$ cat src/rtl/regfile_write_arbiter.sv
// Write-port sequencer for the 32 x 32 register file: zero-fills r1..r(NREGS-1)
// after reset, then round-robin arbitrates NREQ requesters onto the single write port.
module regfile_write_arbiter #(
    parameter int NREQ  = 4,
    parameter int WIDTH = 32,
    parameter int ADDRW = 5,
    parameter int NREGS = 32
) (
    input  logic                    clk,
    input  logic                    reset,
    input  logic [NREQ-1:0]         req,
    input  logic [NREQ*ADDRW-1:0]   req_addr,
    input  logic [NREQ*WIDTH-1:0]   req_data,
    output logic [NREQ-1:0]         grant,
    output logic                    busy,
    output logic                    RegWrite,
    output logic [ADDRW-1:0]        WriteRegister,
    output logic [WIDTH-1:0]        WriteData
);
    localparam int PTRW = $clog2(NREQ);
    localparam int CNTW = ADDRW + 1;

    typedef enum logic {CLEAR, ARB} state_t;

    state_t            state, state_n;
    logic [CNTW-1:0]   cnt, cnt_n;
    logic [PTRW-1:0]   ptr, ptr_n;
    logic [NREQ-1:0]   grant_n;
    logic [NREQ-1:0]   eligible;
    logic              reg_write_n;
    logic [ADDRW-1:0]  write_register_n;
    logic [WIDTH-1:0]  write_data_n;
    logic              busy_n;
    logic              found;
    int                idx;

    // Handshake: req[i] is held with stable addr/data until grant[i] is seen
    // high for one cycle; that requester is masked from the very next decision
    // because it only updates its request at the edge where grant is visible.
    always_comb begin
        state_n          = state;
        cnt_n            = cnt;
        ptr_n            = ptr;
        grant_n          = '0;
        reg_write_n      = 1'b0;
        write_register_n = WriteRegister;
        write_data_n     = WriteData;
        busy_n           = busy;
        eligible         = req & ~grant;
        found            = 1'b0;
        idx              = 0;
        case (state)
            CLEAR: begin
                if (cnt == CNTW'(NREGS)) begin
                    state_n = ARB;
                    busy_n  = 1'b0;
                end else begin
                    reg_write_n      = 1'b1;
                    write_register_n = cnt[ADDRW-1:0];
                    write_data_n     = '0;
                    cnt_n            = cnt + 1'b1;
                    busy_n           = 1'b1;
                end
            end
            ARB: begin
                for (int k = 0; k < NREQ; k++) begin
                    idx = (int'(ptr) + k) % NREQ;
                    if (!found && eligible[idx]) begin
                        found            = 1'b1;
                        grant_n[idx]     = 1'b1;
                        write_register_n = req_addr[idx*ADDRW +: ADDRW];
                        write_data_n     = req_data[idx*WIDTH +: WIDTH];
                        // r0 is hardwired zero: the request is consumed without a write.
                        reg_write_n      = (req_addr[idx*ADDRW +: ADDRW] != '0);
                        ptr_n            = PTRW'((idx + 1) % NREQ);
                    end
                end
            end
            default: state_n = CLEAR;
        endcase
    end

    always_ff @(posedge clk) begin
        if (reset) begin
            state         <= CLEAR;
            cnt           <= CNTW'(1);
            ptr           <= '0;
            grant         <= '0;
            RegWrite      <= 1'b0;
            WriteRegister <= '0;
            WriteData     <= '0;
            busy          <= 1'b1;
        end else begin
            state         <= state_n;
            cnt           <= cnt_n;
            ptr           <= ptr_n;
            grant         <= grant_n;
            RegWrite      <= reg_write_n;
            WriteRegister <= write_register_n;
            WriteData     <= write_data_n;
            busy          <= busy_n;
        end
    end
endmodule

$ cat config.mk
export PLATFORM = sky130hd
export DESIGN_NAME = regfile_write_arbiter
export DESIGN_NICKNAME = d
export VERILOG_FILES = /design/src/rtl/regfile_write_arbiter.sv
export SDC_FILE = /design/constraint.sdc
export NUM_CORES = 1
export LEC_CHECK = 0
export ABC_CLOCK_PERIOD_IN_PS = 3400
export CAP_MARGIN = 20
export CORE_MARGIN = 8
export CORE_UTILIZATION = 41
export CTS_BUF_LIST = sky130_fd_sc_hd__clkbuf_8
export CTS_CLUSTER_DIAMETER = 30
export DETAILED_ROUTE_END_ITERATION = 8
export PLACE_DENSITY = 0.83
export SETUP_SLACK_MARGIN = 0.2
export SLEW_MARGIN = 10
export SYNTH_ARGS = -nofsm -noshare
export SYNTH_HDL_FRONTEND = slang
export SYNTH_SLANG_ARGS = --single-unit
export TNS_END_PERCENT = 30
$ cat constraint.sdc
create_clock -name clk -period 3.4 [get_ports clk]
set_input_delay 0.68 -clock clk [delete_from_list [all_inputs] [get_ports clk]]
set_output_delay 0.68 -clock clk [all_outputs]
set_load 0.03 [all_outputs]
==> metrics.log <==
[metrics] full die area: 0.0126 mm2
[metrics] clock-pin slew reported for the worst setup and hold paths after clock tree synthesis: 100 ps
[metrics] detailed route wirelength on metal3: 1.08 mm
[metrics] headroom to the max-slew limit: 38.2%
[metrics] clock latency on the worst-skew pair: 310 ps
[metrics] post-DR vias/cell: 5.93
[metrics] Max VDD drop: 0.236 mV
[metrics] MaxCap Viol Count: 0
[metrics] antenna diode count: 0
[metrics] number of clock sinks: 52
[metrics] pin count of the biggest net entering global routing: 33
[metrics] cell area after technology mapping: 0.00381 mm2
[metrics] Fin Clk Skew: 14.2 ps
[metrics] count of flip-flops with a built-in enable after synthesis: 0
[metrics] Area Overhead vs Synth: 60.6%
[metrics] type of the most critical hold path: reg -> reg
[metrics] CP endpoint kind: flip-flop
[metrics] Gate power share: 27.2%
[metrics] Worst R2R End: WriteData[21]
[metrics] register-to-register path setup slack: 440 ps
[metrics] remaining antenna violation count after routing: 0
[metrics] number of buffers added to fix hold violations after cts: 0
[metrics] number of global-route vias before repair: 4,370
[metrics] Post-Synthesis Mean Instance Area: 9.54 um2
[metrics] initial antenna violation count: 0
[metrics] Main synth FF type: dfxtp_1
[metrics] worst hold slack: 452 ps
[metrics] detailed-route wire length: 15.1 mm
[metrics] fraction of power spent switching nets: 25.3%
[metrics] cell chosen for the clock root: clkbuf_8
[metrics] Setup-failing EPs final: 0
[metrics] final global-route overflow total: 0
[metrics] transition time at the pin with the least slew margin: 923 ps
[metrics] Ys Warns: 0
[metrics] type of element launching the critical path: input pin
[metrics] Arrival @ worst endpoint: 3320 ps
[metrics] post-detailed-route wirelength per cell: 21.1 um
[metrics] sequential cell area fraction in the yosys report: 27.3%
[metrics] maximum number of buffers from clock root to sink: 2
[metrics] status: complete, no violations
[metrics] FF-to-FF Start: ptr[0]
[metrics] buffers added on ports: 196
[metrics] clock buffer count from CTS: 5
[metrics] detailed-routed wire length on met2: 8.13 mm
[metrics] highest clock rate: 323 MHz
[metrics] Period minus WS final: 3100 ps
[metrics] CTS tree: yes
[metrics] Cell Pwr Density: 238 mW/mm2
[metrics] Final Hold Violating Endpoints: 0
[metrics] Yosys reg bits: 52
[metrics] post-DP HPWL: 12.5 mm
[metrics] post-place instance area: 0.00602 mm2
[metrics] quantity of gates resized following cts: 0
[metrics] data required time of the critical path: 3620 ps
[metrics] Vert. Die Dim: 112 um
[metrics] type of the setup path with the least slack: in -> reg
[metrics] post-CTS setup-driven buffer insertion count: 0
[metrics] final count of pins violating max slew: 0
[metrics] period utilisation layout: 91.2%
[metrics] drt pass-1 iters: 5
[metrics] static leakage power: 0.00257 uW
[metrics] All-Layer GR Usage: 23.1%
[metrics] sequential share of power: 42.9%
[metrics] overall via count from detail_route: 4,225
[metrics] I/O pin total: 197
[metrics] die width: 112 um
[metrics] last element of the critical path: WriteData[21]
[metrics] Setup Slack @ Placement: -7.96 ps
[metrics] starting density of the core: 41.7%
[metrics] H-tree depth: 2
[metrics] setup ws final: 299 ps
[metrics] highest metal layer with signal wires: met4
[metrics] M1 WL: 5.46 mm
[metrics] number of nets at the end of the flow: 766
[metrics] worst reg2reg path depth: 9
[metrics] placeable core area: 0.00915 mm2
[metrics] final standard cell area without fillers: 0.00613 mm2
[metrics] number of DRC markers in iteration 0: 243
[metrics] standard-cell rows: 35
[metrics] async set or reset register ratio after synthesis: 0%
[metrics] Final Wtd Congestion: 0.936
[metrics] number of filler cells placed in the layout: 703
[metrics] net switching component of the power: 368 uW
[metrics] critical path fanouts, max: 32
[metrics] ratio of cells with drive above 1 in the final layout: 11.0%
[metrics] Cell Int Power: 1090 uW
[metrics] number of stages on the worst hold path: 2
[metrics] DRC viols: 0
[metrics] RSZ-0062 raised after global routing: no
[metrics] beginning of the critical path: req[1]
[metrics] post-synth cell types: 55
[metrics] clock share of power: 29.9%
[metrics] net count after synthesis: 565
[metrics] Synth Instances: 400
[metrics] first-pass GRT wire length: 23.5 mm
## per-stage QoR
step | power [uW] | setup TNS [ps] | util, % | std cells
final | 1460 | 0 | 66.9 | 713
after global routing | 1520 | 0 | 66.9 | 713
after CTS | 1460 | 0 | 66.9 | 713
after detailed placement | 1030 | -7.96 | 65.7 | 705
after global placement | 1020 | 0 | 65.7 | 705
after floorplan | 789 | 0 | - | 400
## logic make-up after synthesis
family	count (synthesis)	share of synthesized area [%]
compound gates	89	18.1
xor+xnor	5	1.15
fa+ha+maj	11	3.61
buf+inv	38	5.35
flops	52	27.3
mux	88	30.3
simple gates	117	14.2
## Yosys cell counts, drive strengths merged (2+ instances only)
master / number / area [um2]
o22ai: 2 / 12.5
ha: 11 / 138
clkbuf: 14 / 53.8
nand4: 2 / 12.5
inv: 8 / 37.5
or4: 3 / 22.5
xnor2: 2 / 17.5
mux4: 22 / 495
a211oi: 3 / 22.5
nand2b: 6 / 37.5
a222oi: 4 / 40.0
o2111a: 2 / 22.5
mux2i: 66 / 661
and3: 2 / 12.5
buf: 16 / 113
a21oi: 17 / 85.1
o2111ai: 2 / 23.8
nor4: 2 / 12.5
nor3: 18 / 90.1
a311oi: 2 / 17.5
nand3: 6 / 30.0
nor2b: 5 / 31.3
dfxtp: 52 / 1040
o21ai: 7 / 35.0
o221ai: 32 / 280
o311ai: 2 / 17.5
a31o: 4 / 35.0
xor2: 3 / 26.3
nand2: 56 / 210
nor2: 14 / 60.1
## power groups by stage
stage	combinational (uW)	sequential (uW)	clock [uW]
floorplan	144	645	0
global placement	385	639	0
detailed placement	395	640	0
CTS	396	626	443
global route	422	627	468
finish	396	626	437
## flip-flops by register name, indices dropped and copies added, names as in the netlist
signal / flops
WriteData: 32
cnt: 6
WriteRegister: 5
grant: 4
ptr: 2
RegWrite: 1
busy: 1
state: 1
## worst max-delay path: stages
cell and delay, ps:
clkdlybuf4s50_1 440, nor2b_1 190, mux4_2 520, nor2_4 170, inv_4 80, ha_1 280
o311a_1 370, nand2b_1 180, buf_12 180, o221ai_1 220
## cell usage in the layout, fill, tap and decap left out, types with 4 or more instances in the layout
cell type / instances
buf_4: 25
clkdlybuf4s50_1: 196
o221ai_1: 32
nor3_1: 17
clkbuf_8: 5
dfxtp_1: 52
a222oi_1: 4
a21oi_1: 17
nand2b_1: 6
mux2i_1: 66
nor2_1: 13
nand2_1: 56
inv_1: 5
nor2b_1: 5
ha_1: 11
mux4_2: 22
nand3_1: 6
o21ai_0: 4
## worst min-delay path by stage
stage | start | end
global route | busy | busy
global placement | busy | busy
detailed placement | busy | busy
floorplan | cnt[1] | cnt[1]
CTS | busy | busy
finish | busy | busy
## layout make-up
cell class	count	area, um2	share of cell area, %
clock inverters	3	42.5	0.694
repair buffers	224	2210	36.1
multi-input cells	310	2590	42.3
clock buffers	5	68.8	1.12
flip-flops and latches	52	1040	17.0
inverters	8	37.5	0.613
well taps	111	139	2.27
## metal layers
layer,vias to the layer above,GRT usage [%]
li1,1963,-
met1,2011,25.1
met2,221,43.4
met3,30,4.78
met4,0,8.18
met5,-,0
Note: power is estimated with default switching activity, not from simulation.
